`config.mk`:
```
export PLATFORM = sky130hd
export DESIGN_NAME = bagman_input_ctrl
export DESIGN_NICKNAME = d
export VERILOG_FILES = /design/src/rtl/bagman_input_ctrl.sv
export SDC_FILE = /design/constraint.sdc
export NUM_CORES = 1
export LEC_CHECK = 0
export CAP_MARGIN = 0
export CORE_MARGIN = 3
export CORE_UTILIZATION = 30
export CTS_CLUSTER_SIZE = 25
export DETAILED_ROUTE_END_ITERATION = 7
export HOLD_SLACK_MARGIN = 0.12
export PLACE_DENSITY = 0.59
export SETUP_SLACK_MARGIN = 0.05
export SYNTH_ARGS = -nofsm -noshare
export SYNTH_HDL_FRONTEND = slang
export SYNTH_SLANG_ARGS = --single-unit
```
`constraint.sdc`:
```
create_clock -name clk_sys -period 1.77 [get_ports clk_sys]
set_clock_uncertainty 0.15 [all_clocks]
set_input_delay 0.2655 -clock clk_sys [delete_from_list [all_inputs] [get_ports clk_sys]]
set_output_delay 0.2655 -clock clk_sys [all_outputs]
set_load 0.02 [all_outputs]
```
`src/rtl/bagman_input_ctrl.sv`:
```
// bagman_input_ctrl: input conditioning between hps_io and the bagman core.
//   Turns PS/2 key events into held key states, ORs them with both joysticks,
//   generates a fixed-length, lockout-protected coin pulse and registers the
//   active-low player bytes in either the Bagman or Super Bagman layout.
//
// Ports:
//   clk_sys     in   system clock (12 MHz)
//   reset       in   synchronous, active-high
//   ps2_key     in   [10] toggle strobe, [9] pressed, [8:0] extended scan code
//   joystick_0  in   hps_io joystick 0, active-high
//   joystick_1  in   hps_io joystick 1, active-high
//   mod_sbag    in   1 = Super Bagman layout (start bits also driven by fire2)
//   joy_p1      out  player 1 byte, active-low
//   joy_p2      out  player 2 byte, active-low
//   coin_busy   out  high while the coin pulse or its lockout gap is running
//
// Build option: define BAGMAN_INPUT_SOCD_EN to cancel opposite directions
// (up+down, left+right) per player before the output register.
module bagman_input_ctrl #(
    parameter int TICK_DIV    = 12000,
    parameter int COIN_MS     = 50,
    parameter int COIN_GAP_MS = 100
) (
    input  logic        clk_sys,
    input  logic        reset,
    input  logic [10:0] ps2_key,
    input  logic [15:0] joystick_0,
    input  logic [15:0] joystick_1,
    input  logic        mod_sbag,
    output logic [7:0]  joy_p1,
    output logic [7:0]  joy_p2,
    output logic        coin_busy
);
    localparam int PW   = (TICK_DIV > 1) ? $clog2(TICK_DIV) : 1;
    localparam int TMAX = (COIN_MS > COIN_GAP_MS) ? COIN_MS : COIN_GAP_MS;
    localparam int TW   = (TMAX > 1) ? $clog2(TMAX) : 1;
    localparam logic [PW-1:0] PRE_LAST   = PW'(TICK_DIV - 1);
    localparam logic [TW-1:0] PULSE_LAST = TW'(COIN_MS - 1);
    localparam logic [TW-1:0] GAP_LAST   = TW'(COIN_GAP_MS - 1);

    typedef struct packed {
        logic up, down, left, right, fire1, fire2, start;
    } pad_t;

    typedef enum logic [1:0] {IDLE, PULSE, GAP} coin_state_t;

    // ---------------- PS/2 key state ----------------
    pad_t k1, k2;
    logic k_coin1, k_coin2, old_strobe;
    logic key_ev, pressed;

    assign key_ev  = ps2_key[10] != old_strobe;
    assign pressed = ps2_key[9];

    always_ff @(posedge clk_sys) begin
        if (reset) begin
            k1         <= '0;
            k2         <= '0;
            k_coin1    <= 1'b0;
            k_coin2    <= 1'b0;
            // Track the current strobe level so reset release is not an event.
            old_strobe <= ps2_key[10];
        end else begin
            old_strobe <= ps2_key[10];
            if (key_ev) begin
                casez (ps2_key[8:0])
                    9'b?_0111_0101: k1.up    <= pressed;  // X75
                    9'b?_0111_0010: k1.down  <= pressed;  // X72
                    9'b?_0110_1011: k1.left  <= pressed;  // X6B
                    9'b?_0111_0100: k1.right <= pressed;  // X74
                    9'h029:         k1.fire1 <= pressed;
                    9'h014:         k1.fire2 <= pressed;
                    9'h005, 9'h016: k1.start <= pressed;
                    9'h006, 9'h01E: k2.start <= pressed;
                    9'h02E:         k_coin1  <= pressed;
                    9'h036:         k_coin2  <= pressed;
                    9'h02D:         k2.up    <= pressed;
                    9'h02B:         k2.down  <= pressed;
                    9'h023:         k2.left  <= pressed;
                    9'h034:         k2.right <= pressed;
                    9'h01C:         k2.fire1 <= pressed;
                    default: ;
                endcase
            end
        end
    end

    // ---------------- merge with joysticks ----------------
    logic [15:0] joy;
    logic        unused_joy;
    pad_t        p1_raw, p2_raw, p1, p2;

    assign joy        = joystick_0 | joystick_1;
    assign unused_joy = ^{joy[15:9], k2.fire2};

    function automatic pad_t socd(input pad_t p);
        pad_t r;
        r = p;
`ifdef BAGMAN_INPUT_SOCD_EN
        if (p.up && p.down) begin
            r.up   = 1'b0;
            r.down = 1'b0;
        end
        if (p.left && p.right) begin
            r.left  = 1'b0;
            r.right = 1'b0;
        end
`endif
        return r;
    endfunction

    always_comb begin
        p1_raw.up    = k1.up    | joy[3];
        p1_raw.down  = k1.down  | joy[2];
        p1_raw.left  = k1.left  | joy[1];
        p1_raw.right = k1.right | joy[0];
        p1_raw.fire1 = k1.fire1 | joy[4];
        p1_raw.fire2 = k1.fire2 | joy[5];
        p1_raw.start = k1.start | joy[6];
        p2_raw.up    = k2.up    | joy[3];
        p2_raw.down  = k2.down  | joy[2];
        p2_raw.left  = k2.left  | joy[1];
        p2_raw.right = k2.right | joy[0];
        p2_raw.fire1 = k2.fire1 | joy[4];
        p2_raw.fire2 = joy[5];              // no keyboard binding for P2 fire2
        p2_raw.start = k2.start | joy[7];
        p1 = socd(p1_raw);
        p2 = socd(p2_raw);
    end

    // ---------------- coin pulse FSM ----------------
    coin_state_t state, state_n;
    logic [PW-1:0] presc, presc_n;
    logic [TW-1:0] ticks, ticks_n;
    logic coin_req, coin_req_q;

    assign coin_req = k_coin1 | k_coin2 | joy[8];

    always_ff @(posedge clk_sys) begin
        if (reset) begin
            state      <= IDLE;
            presc      <= '0;
            ticks      <= '0;
            coin_req_q <= 1'b0;
        end else begin
            state      <= state_n;
            presc      <= presc_n;
            ticks      <= ticks_n;
            coin_req_q <= coin_req;
        end
    end

    always_comb begin
        state_n = state;
        presc_n = presc;
        ticks_n = ticks;
        unique case (state)
            IDLE: begin
                // Only a fresh rising edge starts a pulse; edges seen while
                // busy are dropped, and coin_req_q keeps tracking so a level
                // held through the gap cannot retrigger.
                if (coin_req && !coin_req_q) begin
                    state_n = PULSE;
                    presc_n = '0;
                    ticks_n = '0;
                end
            end
            PULSE, GAP: begin
                if (presc == PRE_LAST) begin
                    presc_n = '0;
                    if (ticks == ((state == PULSE) ? PULSE_LAST : GAP_LAST)) begin
                        ticks_n = '0;
                        state_n = (state == PULSE) ? GAP : IDLE;
                    end else begin
                        ticks_n = ticks + 1'b1;
                    end
                end else begin
                    presc_n = presc + 1'b1;
                end
            end
            default: state_n = IDLE;
        endcase
    end

    // ---------------- output register ----------------
    logic s1, s2;

    assign s1 = mod_sbag ? (p1.start | p1.fire2) : p1.start;
    assign s2 = mod_sbag ? (p2.start | p2.fire2) : p2.start;

    always_ff @(posedge clk_sys) begin
        if (reset) begin
            joy_p1    <= 8'hFF;
            joy_p2    <= 8'hFF;
            coin_busy <= 1'b0;
        end else begin
            joy_p1    <= ~{p1.fire1, p1.down, p1.up, p1.right, p1.left, s1, 1'b0,
                           state == PULSE};
            joy_p2    <= ~{p2.fire1, p2.down, p2.up, p2.right, p2.left, s2, 1'b0,
                           1'b0};
            // Registered alongside the bytes so it lines up with joy_p1[0].
            coin_busy <= state != IDLE;
        end
    end
endmodule

```
==> run summary <==
For this run, the number of Yosys warnings is 0. The worst voltage drop across the vdd grid is 0.496 mV. After filler insertion, the fill cell instance count of the layout stands at 836. The starting utilization of the core area came out at around 31%. The worst path uses 107% of the clock period. The kind of cell with the highest combined delay along the critical path is simple AND/OR/NAND/NOR gates.

The final global-route overflow total is 0. The number of placed cells counting well taps came out at around 500. The largest individual stage delay along the critical path comes from the cell or4_1.

The number of slew-limit violations in the final report is 0. In this run the cell area measured after placement is 0.00364 mm^2. The signal on the critical path passes through inv_2, buf_6, ha_4, inv_4, o22a_4, or4_1, a21oi_1.

The count of buffers from port buffering is 45. Once routing completed, OpenROAD measured the worst setup slack at -0.132 ns. TritonCTS built the clock tree. The combined area of all synthesized cells is 0.00276 mm^2. The min-delay analysis places its worst path in the category primary input to flop.

The multi-input combinational cells in the finished layout cover a total of 0.00174 mm^2. For this block, the initial DRC count from the detailed router was between 100 and 150. The sum of negative setup slack is -1.42 ns. The count of TritonRoute iterations in the first routing pass is 4.

In this run, synthesis produced a sequential element count of 54. The die covers 0.0104 mm^2. The register cell area after layout came out at roughly 0.0011 mm^2.

The number of violations of the max-capacitance limit came out at 0. The areal power density over the cells came out at 933 mW/mm^2. In this run the top signal layer used is met4. On the worst path, the slowest cell contributes a delay of about 0.48 ns. The buffering stage count on the worst path with inverters included came out at 3. The shortest clock period the worst path allows after layout came out at 1.90 ns. In this run switching power makes up between 30% and 40% of total power. The number of nets with antenna violations after detailed routing came out at 0.

The number of global-route vias before repair came out at 2582. The area added between synthesis and finish came out at 48.0%. The worst setup path is launched from a flop. By startpoint and endpoint, the worst setup path is classified as flop to flop. Setup violations remaining at the end of the flow were counted as 18. The total wirelength of the detailed-routed design is slightly below 8000 um. After detailed routing, the wire length on met1 is 3700 um. The final weighted congestion in routability-driven placement is 0.836.

The net total in the final layout came out at 464. In this run the static leakage power is 1.56 nW. Combinational cells account for between 40% and 50% of the total power.

The number of flops mapped to enable cells by yosys is 0. Measured along the x axis, the die boundary spans 102 um. The clock network power share is 19.9%. The number of vias per cell after detailed routing came out at approximately 5.3. The count of endpoints failing hold in the final timing report is 0. The final cell count without fillers came out at 523.

The post-route cell area came out at 0.00408 mm^2. The routed design uses between 300 and 400 um of met3 wire. The synthesized area divided by synthesized cell count came out at 8.87 um^2. The number of library cell types mapped by synthesis is 59. The top achievable clock speed is 526 MHz.

For this run, design rule violations remaining after detail routing come to 0. Pin placement for this block handled 63 I/O pins. The initialized floorplan defines 34 standard-cell rows. The biggest area contributor in the post-synthesis netlist is dfxtp_1. In the synthesized netlist the dominant register cell turns out to be dfxtp_1. The fraction of layout instances using a drive strength above 1 is 29.4%. The final HPWL from detailed placement came out at 5350 um. The final reports fail on setup timing. Setup repair after global routing could not meet its margin everywhere. In this run the critical register-to-register path is launched from state[1]$_SDFFE_PP0P_.

The most critical setup path has its startpoint at state[1]$_SDFFE_PP0P_. By area the synthesized netlist is led by dfxtp_1, mux2i_1, nand2_1. Total power for the finished layout comes to about 3.8 mW.

The type of destination of the critical path is a flop. Hold is met by 0.291 ns. The clock insertion delay at the later pin of the skew report came out at roughly 0.31 ns.

For this run, asynchronously set or reset flops after synthesis account for 0%. The internal power is between 2 and 2.5 mW. Cells fill a little under half of the core in the end. The core box area came out at 0.00881 mm^2.

The largest net degree at the start of global routing came out at 20. The area share of the largest cell type after synthesis is 39.2%. The first-pass GRT wire length is 12600 um.

The number of antenna violations at the first check in global routing came out at 0. The gate count after technology mapping came out at 311. After detailed routing, the average wire length per cell comes to 15.0 um. The sequential cell fraction of total power came out at between 30% and 40%. The number of buffers added by the clock tree synthesis step came out at 5. The data required time at the worst endpoint is 1.87 ns. The post-placement worst setup slack came out at -0.319 ns. The number of vias after detailed routing is 2759. The tree is rooted in a clkbuf_8. The CTS clock-pin slew for the worst setup and hold paths is roughly 0.11 ns.

The antenna cell count came out at 0. The count of H-tree levels built during CTS came out at 2. The largest fanout on the critical path is 7. The vertical die dimension is 102 um. The largest buffer count on any clock path is 2. In the detailed route, the total length drawn on met2 is 3660 um. The run finished, with violations left. The clock sink total came out at 54. The total net switching power came out at 1.34 mW. STA puts the critical path data arrival time at 2.00 ns. Of the synthesized area, sequential elements account for between 30% and 40%. The aggregate global-route resource usage is around 15%.

The worst hold path begins at ps2_key[10].
synth_stat cells (all sizes together) (4+ instances only):
| cell | count |
|---|---|
| or4 | 6 |
| ha | 4 |
| mux2i | 14 |
| or3 | 7 |
| dfxtp | 54 |
| nand2 | 33 |
| o311ai | 4 |
| inv | 11 |
| and2 | 4 |
| nor4b | 4 |
| nand4 | 7 |
| buf | 10 |
| o21ai | 25 |
| nand3 | 14 |
| nor3 | 6 |
| or2 | 5 |
| clkbuf | 7 |
| and3 | 6 |
| a21oi | 16 |
| nor2 | 13 |
| and4 | 4 |
| o31ai | 4 |
| nand2b | 8 |
worst paths after layout:
check | to | slack [ns] | cells past startpoint
setup reg to reg | presc[11]$_SDFFE_PP0P_ | -0.13 | 7
setup / recovery | presc[11]$_SDFFE_PP0P_ | -0.13 | 7
hold / removal | old_strobe$_DFF_P_ | 0.29 | 1
hold reg to reg | joy_p2[7]$_SDFF_PP1_ | 0.30 | 1
routing by layer:
layer	up-vias	track usage (%)
met2	73	24.7
met4	0	3.13
met1	1319	20.5
li1	1354	-
met5	-	0
met3	13	2.39
registers in the layout, indices dropped and copies added, names as in the netlist:
register    cells
presc          14
joy_p1          7
k1              7
ticks           7
joy_p2          6
k2              6
state           2
coin_busy       1
coin_req_q      1
k_coin1         1
k_coin2         1
old_strobe      1
power groups by stage:
| stage | combinational (mW) | sequential, mW | clock, mW |
|---|---|---|---|
| 2_1_floorplan | 0.614 | 1.38 | 0 |
| 5_1_grt | 1.84 | 1.32 | 0.831 |
| 4_1_cts | 1.60 | 1.31 | 0.778 |
| 6_report | 1.74 | 1.31 | 0.758 |
| 3_3_place_gp | 1.11 | 1.34 | 0 |
| 3_5_place_dp | 1.13 | 1.34 | 0 |
logic make-up (layout without fill, tap and decap cells):
group	count (synthesis)	count (layout)	share of synthesized area, %
multiplexers	14	14	5.08
adder cells (fa/ha/maj)	4	4	1.81
buffers and inverters	28	128	5.26
AND/OR/NAND/NOR	139	139	30.7
flip-flops	54	54	39.2
other	1	3	0.136
XOR/XNOR	2	2	0.635
AO/OA/AOI/OAI	69	71	17.2
cell usage in the layout (no fill, tap or decap), types with 3 or more instances in the layout:
cell,n
clkbuf_8,5
nor2_1,13
buf_6,9
or3_1,5
o21ai_0,18
mux2i_1,14
nand2_1,32
and3b_1,3
o311ai_1,3
a21oi_1,11
buf_4,54
clkdlybuf4s50_1,43
nor4b_1,4
or2_2,5
a21oi_2,5
nand2b_1,6
nor2b_1,3
nand4_1,6
o21ai_1,4
a32oi_1,3
dfxtp_2,4
or4_1,5
and2_1,3
conb_1,3
o211ai_1,3
inv_1,8
dfxtp_1,50
nor3_1,6
nand3_1,14
and4_1,3
and3_1,5
area by class of cell:
type	count	share of cell area [%]
inverter	11	1.07
timing repair buffer	109	24.1
sequential	54	26.6
clock inverter	3	0.705
multi-input combinational	233	42.6
tap	108	3.31
clock buffer	5	1.69
repair_timing:
item	CTS	global route
setup endpoints to repair	23	25
resized for setup	27	21
setup buffers	14	3
pin swaps	17	9
hold buffers	0	0
cloned	2	0
(Power assumes the default switching activity.)
